### config.mk
export PLATFORM = sky130hd
export DESIGN_NAME = entry_wise_accum
export DESIGN_NICKNAME = d
export VERILOG_FILES = /design/src/rtl/cfa_pkg.sv /design/src/rtl/entry_accum_lane.sv /design/src/rtl/entry_wise_accum.sv
export SDC_FILE = /design/constraint.sdc
export NUM_CORES = 1
export LEC_CHECK = 0
export CAP_MARGIN = 30
export CORE_MARGIN = 3
export CORE_UTILIZATION = 45
export DETAILED_ROUTE_END_ITERATION = 10
export GPL_ROUTABILITY_DRIVEN = 0
export PLACE_DENSITY_LB_ADDON = 0.2
export SLEW_MARGIN = 10
export SYNTH_ARGS = -nofsm -noshare
export SYNTH_HDL_FRONTEND = slang
export SYNTH_SLANG_ARGS = --single-unit
### constraint.sdc
create_clock -name clk -period 3.25 [get_ports clk]
set_input_delay 0.975 -clock clk [delete_from_list [all_inputs] [get_ports clk]]
set_output_delay 0.975 -clock clk [all_outputs]
set_load 0.01 [all_outputs]
### src/rtl/cfa_pkg.sv
// Shared widths for the entry-wise statistics path (accumulator and mean).
// Pure constants and one helper; no logic of its own.
// Consumers: entry_wise_accum, entry_accum_lane, entry_wise_mean.
package cfa_pkg;

    localparam int ENTRY_CNT = 5;
    localparam int PIX_W     = 12;
    localparam int SUM_W     = 16;

    // Smallest sum width that holds n full-scale samples of in_w bits.
    function automatic int sum_w_min(input int n, input int in_w);
        return in_w + $clog2(n);
    endfunction

endpackage

### src/rtl/entry_accum_lane.sv
// One lane: running accumulator plus the registered group sum.
// Latency: e updates on the edge that asserts load_out.
// Backpressure: none locally; the top gates load_acc/load_out.
module entry_accum_lane #(
    parameter int IN_W  = 12,
    parameter int SUM_W = 16
) (
    input  logic             clk,
    input  logic             rst,
    input  logic [IN_W-1:0]  x,
    input  logic             first,
    input  logic             load_acc,
    input  logic             load_out,
    output logic [SUM_W-1:0] e
);

    logic [SUM_W-1:0] acc;
    logic [SUM_W-1:0] acc_base;
    logic [SUM_W-1:0] acc_sum;
    logic [SUM_W-1:0] out_q;

    // The first beat of a group restarts from zero, so the previous group's
    // leftover accumulator value never needs an explicit clear.
    always_comb begin
        acc_base = first ? '0 : acc;
        acc_sum  = acc_base + SUM_W'(x);
    end

    always_ff @(posedge clk) begin
        if (!rst) begin
            acc   <= '0;
            out_q <= '0;
        end else begin
            if (load_acc) begin
                acc <= acc_sum;
            end
            if (load_out) begin
                out_q <= acc + SUM_W'(x);
            end
        end
    end

    assign e = out_q;

endmodule

### src/rtl/entry_wise_accum.sv
// Sums each of five sample entries over groups of N accepted beats.
// Latency: sums and out_valid appear on the edge accepting the Nth beat.
// Backpressure: only the group-completing beat stalls while output is unacked.
module entry_wise_accum
    import cfa_pkg::*;
#(
    parameter int N     = 5,
    parameter int IN_W  = cfa_pkg::PIX_W,
    parameter int SUM_W = cfa_pkg::SUM_W
) (
    input  logic             clk,
    input  logic             rst,
    input  logic             clr,
    input  logic [IN_W-1:0]  x1,
    input  logic [IN_W-1:0]  x2,
    input  logic [IN_W-1:0]  x3,
    input  logic [IN_W-1:0]  x4,
    input  logic [IN_W-1:0]  x5,
    input  logic             in_valid,
    output logic             in_ready,
    output logic [SUM_W-1:0] e1,
    output logic [SUM_W-1:0] e2,
    output logic [SUM_W-1:0] e3,
    output logic [SUM_W-1:0] e4,
    output logic [SUM_W-1:0] e5,
    output logic             out_valid,
    input  logic             out_ack
);

    localparam int CNT_W = (N > 1) ? $clog2(N) : 1;
    localparam logic [CNT_W-1:0] CNT_LAST = CNT_W'(N - 1);

    generate
        if (N < 2 || SUM_W < sum_w_min(N, IN_W)) begin : g_bad_params
            $error("entry_wise_accum: N must be >= 2 and SUM_W >= IN_W + clog2(N)");
        end
    endgenerate

    logic [CNT_W-1:0] cnt;
    logic             out_valid_q;
    logic             cnt_last;
    logic             stall;
    logic             accept;
    logic             first;
    logic             load_acc;
    logic             load_out;

    logic [IN_W-1:0]  x_arr [ENTRY_CNT];
    logic [SUM_W-1:0] e_arr [ENTRY_CNT];

    assign x_arr[0] = x1;
    assign x_arr[1] = x2;
    assign x_arr[2] = x3;
    assign x_arr[3] = x4;
    assign x_arr[4] = x5;

    // Accumulation of the next group proceeds under a held output; only the
    // beat that would overwrite the unacknowledged sums is refused.
    always_comb begin
        cnt_last = (cnt == CNT_LAST);
        stall    = cnt_last && out_valid_q && !out_ack;
        in_ready = rst && !clr && !stall;
        accept   = in_valid && in_ready;
        first    = (cnt == '0);
        load_acc = accept && !cnt_last;
        load_out = accept && cnt_last;
    end

    always_ff @(posedge clk) begin
        if (!rst) begin
            cnt         <= '0;
            out_valid_q <= 1'b0;
        end else begin
            if (clr) begin
                cnt <= '0;
            end else if (accept) begin
                cnt <= cnt_last ? '0 : cnt + CNT_W'(1);
            end

            // A completion in the ack cycle reloads, keeping out_valid high.
            if (load_out) begin
                out_valid_q <= 1'b1;
            end else if (out_ack) begin
                out_valid_q <= 1'b0;
            end
        end
    end

    for (genvar k = 0; k < ENTRY_CNT; k++) begin : g_lane
        entry_accum_lane #(
            .IN_W  (IN_W),
            .SUM_W (SUM_W)
        ) u_lane (
            .clk      (clk),
            .rst      (rst),
            .x        (x_arr[k]),
            .first    (first),
            .load_acc (load_acc),
            .load_out (load_out),
            .e        (e_arr[k])
        );
    end

    assign e1        = e_arr[0];
    assign e2        = e_arr[1];
    assign e3        = e_arr[2];
    assign e4        = e_arr[3];
    assign e5        = e_arr[4];
    assign out_valid = out_valid_q;

endmodule
==> qor.csv <==
stage,metric,value,unit
global_route,track_usage,0.220,
sta,slew_headroom,0.478,
sta,fin_hold_ws,0.450,ns
floorplan,die-area,0.0280,mm²
cells_and_area,drive_gt1_frac,0.118,
pwr,p_int,3.78,mW
worst_setup_path,rrSetupSlack,0.18,ns
global_route,grt_max_degree,103,
sta,finalClockSkew,0.0111,ns
placement,dp_hpwl,22500,µm
pwr,p_total,5.11,mW
floorplan,ios,147,
sta,worst_pin_slew,0.783,ns
cells_and_area,final_common_cell,nand2_1,
sta,rsz0062_at_grt,no,
logic_synthesis,synth_top_area_frac,0.280,
logic_synthesis,synth_nets,1659,
clock_tree,clock_latency,0.43,ns
global_route,antenna_found_initial,0,
worst_setup_path,end_kind,flip-flop,
drt,drc_errors,0,
placement,port_buffers,146,
worst_setup_path,worst-path-max-fanout,2,
sta,clock.fmax,325,MHz
cells_and_area,postLayoutCoreUtil,0.594,
logic_synthesis,ys.flop_type,dfxtp_1,
floorplan,initial_core_util,0.462,
worst_setup_path,timing.rr.start,cnt[0]$_SDFFE_PP0N_,
drt,drt_iter0_drc,507,
sta,min_period,3.07,ns
sta,setup_viol,0,
global_route,grt_pass1_vias,10800,
pwr,seq_power_share,0.404,
pwr,pwr_density_cell,339,mW/mm²
pwr,p_clk_frac,0.436,
worst_setup_path,cp.arrival,3.37,ns
clock_tree,cts_buffers,17,
logic_synthesis,yosysWarnings,0,
logic_synthesis,postSynthAreaPerCell,8.02,µm²
run_status,outcome,"finished, final reports clean",
worst_setup_path,start_kind,primary input,
sta,slew_viol_final,0,
worst_hold_path,holdPathEnd,g_lane[0].u_lane.e[6]$_SDFFE_PN0P_,
drt,dr.pass1.iters,5,
worst_hold_path,hold_class,flip-flop to flip-flop,
floorplan,die_h,167,µm
worst_setup_path,reg2reg_to,g_lane[1].u_lane.acc[12]$_SDFFE_PN0P_,
cells_and_area,area_delta_synth_final,28.6,%
clock_tree,clkTransAtPathRegs,0.06,ns
sta,period_share,0.946,
drt,drtAntennaViolNets,0,
cells_and_area,fin_nets,1892,
worst_setup_path,required,3.54,ns
cells_and_area,layout_common_cells,"nand2_1, dfxtp_1, a21oi_1",
global_route,grt_first_pass_wirelength,52500,µm
drt,postRouteWirelength,31100,µm
logic_synthesis,synth_cell_type_count,83,
global_route,grt.overflow.total,0,
sta,setup_tns,0,ns
worst_setup_path,ff2ff_path_depth,14,
cells_and_area,diodes,0,
sta,hold_viol_final,0,
drt,vias,11200,
logic_synthesis,synth-async-reset-ratio,0,
logic_synthesis,synthTopCellsByArea,"dfxtp_1, ha_1, a21oi_1, nand2_1, xnor2_1",
pwr,switching_share,0.260,
worst_setup_path,critical_path_class,primary input to flip-flop,
clock_tree,cts_tree,yes,
logic_synthesis,synth_edf_count,0,
clock_tree,cts.sinks,164,
logic_synthesis,netlist_area,0.0117,mm²
clock_tree,cts-root-buf,clkbuf_16,
logic_synthesis,ys_seq_elements,164,
pwr,ir_drop,282,µV
pwr,p_sw,1.33,mW
pwr,p_leak,6.31,nW
drt,wl_per_cell,15.3,µm
pwr,combPwrFrac,0.159,
worst_hold_path,hold_start,g_lane[0].u_lane.e[6]$_SDFFE_PN0P_,
clock_tree,clk_path_buf_depth,2,
drt,vias_per_cell,5.50,
floorplan,rows,58,
run,maxCapViolCount,0,
clock_tree,holdBufCountCts,0,
logic_synthesis,syn_inst,1462,
clock_tree,htreeDepth,4,
logic_synthesis,ys_seq_area_frac,0.280,
floorplan,fp.dieW,167,µm
worst_hold_path,hold_depth,2,
logic_synthesis,synth_largest_area_cell,dfxtp_1,
floorplan,core-area,0.0254,mm²
[routing by layer]
layer / up-vias / wire [µm] / global-route usage
met2: 230 / 14300 / 0.367
met3: 40 / 1160 / 0.0302
li1: 5712 / - / -
met5: - / 0 / 0
met4: 0 / 537 / 0.0605
met1: 5214 / 15100 / 0.301
[what timing repair did]
action | CTS | global route
pin swaps | 0 | 1
resized for setup | 2 | 9
setup buffers | 0 | 1
hold endpoints to repair | 0 | 0
setup endpoints to repair | 1 | 7
[synthesized netlist by cell type, types with 5 or more instances]
library cell and instances:
inv_1 20, nand4_1 10, nor3_1 24, a31oi_1 10
a211oi_1 32, mux2i_1 7, buf_2 21, o21a_1 12
and3_1 12, o21ai_1 6, nand2b_1 10, clkbuf_1 42
a211o_1 7, o31ai_1 7, o21bai_1 9, nor3b_1 5
or3_1 7, dfxtp_1 164, ha_1 122, nor2_1 92
o211ai_1 8, xor2_1 45, nand3_1 75, xnor2_1 69
a21oi_1 154, nand2_1 190, and2_1 69, a21o_1 43
fa_1 10, o21ai_0 98, nor2b_1 10
[sequential cells by signal, indices dropped and copies added (netlist names)]
register and count:
cnt 3, g_lane.u_lane.acc 80, g_lane.u_lane.e 80, out_valid 1
[kinds of logic (layout without fill, tap and decap cells)]
| logic type | count (synthesis) | in the layout | synth area share |
|---|---|---|---|
| simple gates | 525 | 525 | 0.215 |
| compound gates | 435 | 435 | 0.237 |
| flops | 164 | 164 | 0.280 |
| fa+ha+maj | 132 | 132 | 0.147 |
| xor+xnor | 114 | 114 | 0.0851 |
| buf+inv | 85 | 330 | 0.0298 |
| mux | 7 | 7 | 0.00597 |
[worst max-delay path, stage by stage]
cell	delay (ns)
clkdlybuf4s50_1	0.44
ha_1	0.24
fa_1	0.40
a21o_1	0.19
a221oi_1	0.25
buf_4	0.17
o211ai_1	0.10
o211ai_1	0.17
a21oi_1	0.14
xnor2_1	0.19
a21oi_1	0.09
[metrics by stage]
step | std cells | area (µm²) | worst slack [ns]
2_1_floorplan | 1462 | 11700 | 0.0853
3_3_place_gp | 2005 | 14400 | -0.384
3_5_place_dp | 2005 | 14400 | -0.384
4_1_cts | 2036 | 15000 | 0.0497
5_1_grt | 2037 | 15100 | 0.00734
6_report | 2037 | 15100 | 0.175
[worst max-delay path by stage]
| stage | to | start |
|---|---|---|
| floorplan | g_lane[4].u_lane.acc[14]$_SDFFE_PN0P_ | cnt[0]$_SDFFE_PP0N_ |
| global placement | g_lane[2].u_lane.e[12]$_SDFFE_PN0P_ | x3[0] |
| detailed placement | g_lane[2].u_lane.e[12]$_SDFFE_PN0P_ | x3[0] |
| CTS | g_lane[2].u_lane.e[12]$_SDFFE_PN0P_ | x3[0] |
| global route | g_lane[2].u_lane.e[12]$_SDFFE_PN0P_ | x3[0] |
| finish | g_lane[4].u_lane.e[14]$_SDFFE_PN0P_ | x5[0] |
[power groups by stage]
stage          combinational (mW)  sequential, mW  clock, mW
2_1_floorplan               0.489            2.10          0
3_3_place_gp                0.794            2.11          0
3_5_place_dp                0.803            2.11          0
4_1_cts                     0.810            2.07       2.28
5_1_grt                     0.903            2.07       2.37
6_report                    0.814            2.07       2.23
[cell type report]
| cell class | instances | area, µm² |
|---|---|---|
| Tap cell | 330 | 413 |
| Fill cell | 2366 | 10300 |
| Clock inverter | 10 | 171 |
| Multi-Input combinational cell | 1213 | 8140 |
| Sequential cell | 164 | 3280 |
| Inverter | 20 | 76.3 |
| Clock buffer | 21 | 470 |
| Timing Repair Buffer | 279 | 2530 |
Note: power is estimated with default switching activity, not from simulation.
